File: src/rtl/mac_pkg.sv
// rtl/mac_pkg.sv - shared MAC widths, feeder state encoding and length check
package mac_pkg;

  localparam int MAC_WIDTH     = 14;
  localparam int MAC_ACC_WIDTH = 28;

  typedef enum logic [1:0] {
    IDLE,
    CLEAR,
    STREAM,
    DONE
  } feeder_state_t;

  function automatic logic len_legal(input int len, input int depth);
    return (len != 0) && (len <= depth);
  endfunction

endpackage

File: src/rtl/mac_operand_ram.sv
// rtl/mac_operand_ram.sv - operand regfile, one sync write port, one async read port
module mac_operand_ram #(
  parameter int WIDTH  = 14,
  parameter int DEPTH  = 16,
  parameter int ADDR_W = $clog2(DEPTH)
) (
  input  logic              clk,
  input  logic              we,
  input  logic [ADDR_W-1:0] wr_addr,
  input  logic [WIDTH-1:0]  wr_data,
  input  logic [ADDR_W-1:0] rd_addr,
  output logic [WIDTH-1:0]  rd_data
);

  // Contents are deliberately left unreset; only control state is reset.
  logic [WIDTH-1:0] mem [DEPTH];

  always_ff @(posedge clk) begin
    if (we) begin
      mem[wr_addr] <= wr_data;
    end
  end

  assign rd_data = mem[rd_addr];

endmodule

File: src/rtl/mac_operand_feeder.sv
// rtl/mac_operand_feeder.sv - streams stored operand pairs into the MAC after a one-cycle clear
module mac_operand_feeder
  import mac_pkg::*;
#(
  parameter int  WIDTH  = MAC_WIDTH,
  parameter int  DEPTH  = 16,
  localparam int ADDR_W = $clog2(DEPTH)
) (
  input  logic                    clk,
  input  logic                    reset,
  input  logic                    wr_en,
  input  logic                    wr_sel,
  input  logic [ADDR_W-1:0]       wr_addr,
  input  logic signed [WIDTH-1:0] wr_data,
  input  logic [ADDR_W:0]         len,
  input  logic                    start,
  input  logic                    stall,
  output logic                    mac_clr,
  output logic signed [WIDTH-1:0] a,
  output logic signed [WIDTH-1:0] b,
  output logic                    valid_out,
  output logic                    busy,
  output logic                    done,
  output logic                    len_err
);

  localparam logic [ADDR_W:0]   LEN_ONE = 1;
  localparam logic [ADDR_W-1:0] IDX_ONE = 1;

  feeder_state_t     state;
  logic [ADDR_W-1:0] idx;
  logic [ADDR_W-1:0] last_q;
  logic [WIDTH-1:0]  rd_a;
  logic [WIDTH-1:0]  rd_b;
  logic              wr_ok;

  // The DONE cycle is spent in IDLE with busy still high, so gate on both.
  assign wr_ok = (state == IDLE) && !busy;

  mac_operand_ram #(.WIDTH(WIDTH), .DEPTH(DEPTH), .ADDR_W(ADDR_W)) u_ram_a (
    .clk     (clk),
    .we      (wr_en && wr_ok && !wr_sel),
    .wr_addr (wr_addr),
    .wr_data (wr_data),
    .rd_addr (idx),
    .rd_data (rd_a)
  );

  mac_operand_ram #(.WIDTH(WIDTH), .DEPTH(DEPTH), .ADDR_W(ADDR_W)) u_ram_b (
    .clk     (clk),
    .we      (wr_en && wr_ok && wr_sel),
    .wr_addr (wr_addr),
    .wr_data (wr_data),
    .rd_addr (idx),
    .rd_data (rd_b)
  );

  always_ff @(posedge clk or negedge reset) begin
    if (!reset) begin
      state     <= IDLE;
      idx       <= '0;
      last_q    <= '0;
      mac_clr   <= 1'b0;
      a         <= '0;
      b         <= '0;
      valid_out <= 1'b0;
      busy      <= 1'b0;
      done      <= 1'b0;
      len_err   <= 1'b0;
    end else begin
      mac_clr   <= 1'b0;
      valid_out <= 1'b0;
      done      <= 1'b0;
      len_err   <= 1'b0;
      case (state)
        IDLE: begin
          busy <= 1'b0;
          if (start && !busy) begin
            if (len_legal(int'(len), DEPTH)) begin
              last_q  <= ADDR_W'(len - LEN_ONE);
              idx     <= '0;
              mac_clr <= 1'b1;
              busy    <= 1'b1;
              state   <= CLEAR;
            end else begin
              len_err <= 1'b1;
            end
          end
        end
        // CLEAR issues the first beat on its exit edge so beat 0 lands right after the clear.
        CLEAR, STREAM: begin
          if (state == CLEAR) begin
            state <= STREAM;
          end
          if (!stall) begin
            a         <= rd_a;
            b         <= rd_b;
            valid_out <= 1'b1;
            idx       <= idx + IDX_ONE;
            if (idx == last_q) begin
              state <= DONE;
            end
          end
        end
        DONE: begin
          done  <= 1'b1;
          state <= IDLE;
        end
        default: state <= IDLE;
      endcase
    end
  end

endmodule
File: config.mk
export PLATFORM = sky130hd
export DESIGN_NAME = mac_operand_feeder
export DESIGN_NICKNAME = d
export VERILOG_FILES = /design/src/rtl/mac_pkg.sv /design/src/rtl/mac_operand_ram.sv /design/src/rtl/mac_operand_feeder.sv
export SDC_FILE = /design/constraint.sdc
export NUM_CORES = 1
export LEC_CHECK = 0
export BUFFER_PORTS_ARGS = -buffer_cell sky130_fd_sc_hd__buf_4
export CAP_MARGIN = 20
export CORE_UTILIZATION = 49
export CTS_CLUSTER_SIZE = 25
export DETAILED_ROUTE_END_ITERATION = 10
export PLACE_DENSITY = 0.65
export REMOVE_ABC_BUFFERS = 1
export SETUP_SLACK_MARGIN = 0.02
export SLEW_MARGIN = 10
export SYNTH_ARGS = -nofsm -noshare
export SYNTH_HDL_FRONTEND = slang
export SYNTH_SLANG_ARGS = --single-unit
File: constraint.sdc
create_clock -name clk -period 3 [get_ports clk]
set_clock_uncertainty 0.1 [all_clocks]
set_input_delay 0.15 -clock clk [delete_from_list [all_inputs] [get_ports clk]]
set_output_delay 0.15 -clock clk [all_outputs]
set_load 0.01 [all_outputs]
# Word level (Yosys, flattened, before mapping)
# Memory sizes are Yosys's and may differ from the RTL's. A register that Yosys moved wholly into a read port is not among the register bits.
# Cells that the tools add are included.
[totals] regBits=15 latchBits=0 mem_bits_rw=448 mem_bits_ro=0 output_inout_bits=33 word_cells=62 mem_count=2
[op_classes] n_addsub=2 mul=0 div=0 n_lt_le_gt_ge=1 eq_ne=7 shifts=0 mux=23 bitwise_logic=1 reduce_logical=18
[mem_list] memory="u_ram_a.mem" depth=16 width=14 rd=1 rd_clocked_by_memory_dff=1 write_ports=1 line_no="mac_operand_ram.sv:16" rtl="logic [WIDTH-1:0] mem [DEPTH];"
[mem_list] memory="u_ram_b.mem" depth=16 width=14 rd=1 rd_clocked_by_memory_dff=1 write_ports=1 line_no="mac_operand_ram.sv:16"
[op_table] cell="$mux 1" n=13
[op_table] cell="$mux 4" n=3
[op_table] cell="$mux 2" n=5
[op_table] cell="$pmux 4 s2" n=1
[op_table] cell="$logic_and 1x1->1" n=6
[op_table] cell="$pmux 2 s3" n=1
[op_table] cell="$le 5x5->1 const B" n=1
[op_table] cell="$reduce_bool 5->1" n=1
[op_table] cell="$add 4x1->4 const B" n=1
[op_table] cell="$eq 2x2->1 const B" n=2
[op_table] cell="$eq 4x4->1" n=1
[op_table] cell="$logic_not 1->1" n=4
[op_table] cell="$ne 2x1->1 const B" n=2
[op_table] cell="$reduce_and 2->1" n=2
[op_table] cell="$reduce_and 4->1" n=1
[op_table] cell="$sub 4x1->4 const B" n=1
[op_table] cell="$reduce_and 3->1" n=1
[op_table] cell="$eq 2x1->1 const B" n=1
[op_table] cell="$logic_not 2->1" n=1
[op_table] cell="$ne 2x2->1 const B" n=1
[op_table] cell="$reduce_bool 2->1" n=1
[op_table] cell="$reduce_or 2->1" n=1
[op_table] cell="$not 1->1" n=1

# Logic depth before layout (Yosys ltp)
[depth] depth_word=6 mapped_depth=9

# Modules after synthesis
# From an unflattened synthesis, not the netlist that was laid out.
[hier_totals] hier_cells=875 area_unflattened_um2=18880.6
[by_module_without_submodules] module="mac_operand_ram" n_inst=2 cells_each=365 area_per_inst_um2=8483.1
[by_module_without_submodules] module="mac_operand_feeder" n_inst=1 cells_each=145 area_per_inst_um2=1914.3

# Worst setup path before layout
# Ideal clock, no wire load.
[synth_path] path_type="register to register" from="reg state[0]" to="mem u_ram_a.mem[12][0], enable pin" setup_time_ns=0.384 t_arrival_ns=1.792 slack_ns=0.724 stages_incl_launch_ff=7 cell_sequence="dfrtp_1 inv_1 ha_1 buf_2 and4bb_2 nand3_1 nor2_1"
[synth_between] elab_chain_len=6
[synth_rtl] element="from (decl)" line_no="mac_operand_feeder.sv:30" rtl="feeder_state_t state;"
[synth_rtl] element="from (signal assigned)" line_no="mac_operand_feeder.sv:60" rtl="state <= IDLE;"
[synth_rtl] element="from (signal assigned)" line_no="mac_operand_feeder.sv:84" rtl="state <= CLEAR;"
[synth_rtl] element="from (signal assigned)" line_no="mac_operand_feeder.sv:93" rtl="state <= STREAM;"
[synth_rtl] element="$logic_not 2->1" line_no="mac_operand_feeder.sv:38" rtl="assign wr_ok = (state == IDLE) && !busy;"
[synth_rtl] element="$logic_and 1x1->1" line_no="mac_operand_feeder.sv:38"
[synth_rtl] element="$logic_and 1x1->1 (2 in a row)" line_no="mac_operand_feeder.sv:42" rtl=".we (wr_en && wr_ok && !wr_sel),"
[synth_rtl] element="$mux 1" line_no="mac_operand_ram.sv:19" rtl="if (we) begin"
[synth_rtl] element="$mux 1 (implied by the code)" line_no="mac_operand_ram.sv:20" rtl="mem[wr_addr] <= wr_data;"
[synth_rtl] element="to (decl)" line_no="mac_operand_ram.sv:16"
# Every way passes these cells.

# Final worst setup path
[layout_path] from="reg state[0]" to="reg a[8], read port of u_ram_a.mem"
[layout_between] elab_chain_len=3 elab_cells_between_ends=4 cone_classes="eq/ne: 2; reduce/logical: 2"
[layout_rtl] element="$eq 2x1->1 or $eq 2x2->1 (tied branches)" line_no="mac_operand_feeder.sv:75" rtl="case (state)"
[layout_rtl] element="$reduce_or 2->1 (*)" line_no="mac_operand_feeder.sv:75"
[layout_rtl] element="$reduce_and 2->1 (no line) (*)"
[layout_rtl] element="to (decl)" line_no="mac_operand_feeder.sv:19" rtl="output logic signed [WIDTH-1:0] a,"
# Mark *: on every way between the ends. The rest lies on a longest branch, timed or not.
# A chain may end at the register's enable or synchronous reset.

==> impl_metrics.yaml <==
routing:
  vias_per_cell: 5.76
  drtAntennaViolNets: 0
  vias: 10700
  wl_per_cell_um: 24.5
  first_pass_iters: 5
  drt_drc_violations_left: 0
  wl_um: 45300
  drt_iter0_markers: 911
yosys:
  synth_edf_count: 448
  yosysWarnings: 0
  synth_top_flop_cell: "edfxtp_1"
  synth_top_cells_by_count: "edfxtp_1 (448), mux2i_1 (226), nand2_1 (92), nand3_1 (87), a22oi_1 (56)"
  synth_top_area_share_pct: 69.9
  synth.most_common_cell: "edfxtp_1"
  yosysUniqueCellTypes: 39
  synthTopCellsByArea: "edfxtp_1 (70%), mux2i_1 (12%), dfrtp_1 (5.6%)"
  avgSynthCellArea_um2: 16.4
  syn_area_um2: 19200
  synth_top_area_cell: "edfxtp_1"
  yosysSeqAreaShare_pct: 75.5
  syn_inst: 1171
  synth_seq_cells: 491
  async_flop_share_pct: 8.76
clock_network:
  clockRootBuffer: "clkbuf_16"
  clk_latency_ps: 560
  clk_pin_slew_ps: 60
  htreeDepth: 2
  numCtsBuffers: 48
  cts_tree: "done"
  cts.repair.resized: 0
  clockBufferDepth: 3
  cts_sinks: 491
grt:
  antenna_found_initial: 1
  grt_max_degree: 57
  grt.total_usage_pct: 22.5
  grt_pass1_wl_um: 66600
  first_global_vias: 10400
  grt_overflow: 0
setup_path:
  cp_slowest_stage_delay_ps: 610
  critPathLaunchType: "flop"
  rr_worst_depth: 7
  critical_path_arrival_ps: 2860
  critPathMostFrequentCell: "nand3_1"
  slowest_stage: "nand3b_1"
  path_cells: "inv_1 > ha_1 > nand3b_1 > buf_4 > a21oi_1 > nand3_1 > nand3_1"
  cp.required_ps: 3390
  end_kind: "flop"
  worstSetupPathType: "flop to flop"
  worst-path-max-fanout: 16
timing:
  finalMaxSlewViolations: 0
  fmax_ghz: 0.405
  finalSetupViolCount: 0
  relSlewSlack_pct: 45.4
  whs_ps: 40.5
  period_share_pct: 82.4
  worst_slack_ps: 529
  worstMarginPinSlew_ps: 816
  hold_viol: 0
  rsz0062_at_grt: "false"
  setup-tns-final_ps: 0
  post-route-min-period_ps: 2470
finish:
  fillers: 2913
  drive_above_1_share_pct: 14.9
  fin_area_um2: 22300
  syn2layout_area_growth_pct: 16.0
  stdcell_count: 1850
  nets: 1330
  antennaDiodeCount: 0
place:
  gp_congestion: 0.819
  post-place-ws_ps: 601
  portBuffers: 61
  dpl.cell_count: 1742
  dp_hpwl_um: 26200
  placed_cell_area_um2: 20600
power_and_ir_drop:
  irDropWorstVdd_mv: 0.491
  p_leak_nw: 7.63
  pwr_density_cell_nw_per_um2: 848
die:
  fp.dieW_um: 200
  row_count: 72
  io_pins: 62
  die-area_um2: 40100
  start_util_pct: 49.8
  dieHeight_um: 200
  core_area_um2: 38600
min_path:
  hold_class: "input pin to flop"
  min_path_cells: 4
flow_run:
  max-cap-violations: 0
outcome:
  outcome: "finished, final reports clean"
-- kinds of logic after synthesis --
group,after synthesis,synth area share [%]
flops,491,75.5
simple gates,236,5.55
mux,228,11.9
compound gates,134,4.52
buf+inv,70,1.85
xor+xnor,7,0.358
fa+ha+maj,5,0.325
-- routing by layer --
metal  GRT usage [%]  up-vias  share of wire (%)
li1                -     4737                  -
met1            33.1     5492                 44
met2            35.0      374                 47
met3            4.02       60                6.9
met4            5.58        2                1.7
met5               0        -              0.029
-- flip-flops by register name, summed over array words and instances, names as in the netlist, 2 cells and up --
signal and flops:
b 14, idx 4, state 2, u_ram_a.mem 224, u_ram_b.mem 224, a 14, last_q 4
-- through the flow --
stage	total power, mW	utilization [%]
2_1_floorplan	11.0	-
3_3_place_gp	13.1	53.2
3_5_place_dp	13.1	53.2
4_1_cts	19.0	57.7
5_1_grt	19.6	57.7
6_report	18.9	57.7
-- area by class of cell --
class | instances | area [um2] | area share [%]
flip-flops and latches | 491 | 14500 | 65.1
multi-input cells | 610 | 4380 | 19.6
clock buffers | 69 | 1330 | 5.97
repair buffers | 138 | 1190 | 5.34
well taps | 518 | 648 | 2.91
clock inverters | 17 | 201 | 0.903
inverters | 7 | 26.3 | 0.118
-- critical path: cells and delay by family, from the launching register on --
family | cells | cell delay, ps
and+or+nand+nor | 3 | 860
buffers and inverters | 2 | 490
adders and majority gates | 1 | 420
DFF | 1 | 400
AOI/OAI and AO/OA | 1 | 130
-- power by group --
group	internal [mW]	switching, mW
clock network	3.50	2.41
logic	1.92	2.90
registers	7.80	0.398
total	13.2	5.71
-- placed cells by master, fill, tap and decap left out, types with 2 or more instances in the layout --
cell           instances
edfxtp_1             448
mux2i_1              226
buf_4                108
nand2_1               92
nand3_1               87
a22oi_1               56
a21oi_1               53
clkbuf_16             49
dfrtp_1               42
nor2_1                35
dlygate4sd3_1         22
clkbuf_1              17
o21ai_0               10
buf_12                 8
inv_1                  7
clkinv_1               7
nand2b_1               5
xnor2_1                5
ha_1                   5
bufinv_16              5
clkinv_2               5
a21oi_2                4
nor2b_1                3
or2_2                  3
clkbuf_8               3
nand3b_1               2
a22o_1                 2
nor2b_4                2
mux2_2                 2
o21bai_1               2
a211oi_2               2
-- timing repair --
item,in CTS,in global routing
buffers inserted,0,0
hold buffers,22,0
endpoints found under the hold margin,497,0
-- path summary, 6_finish.rpt --
check	startpoint	to	slack, ps
max	state[0]$_DFFE_PN0P_	a[8]$_DFFE_PN0P_	530
min	wr_addr[2]	u_ram_b.mem[10][6]$_DFFE_PP_	40
min in group asynchronous	reset	b[8]$_DFFE_PN0P_	80
max reg2reg	state[0]$_DFFE_PN0P_	a[8]$_DFFE_PN0P_	530
min reg2reg	a[2]$_DFFE_PN0P_	a[2]$_DFFE_PN0P_	390
max in group asynchronous	reset	idx[1]$_DFFE_PN0P_	2200
Power figures use the tool's default switching activity.
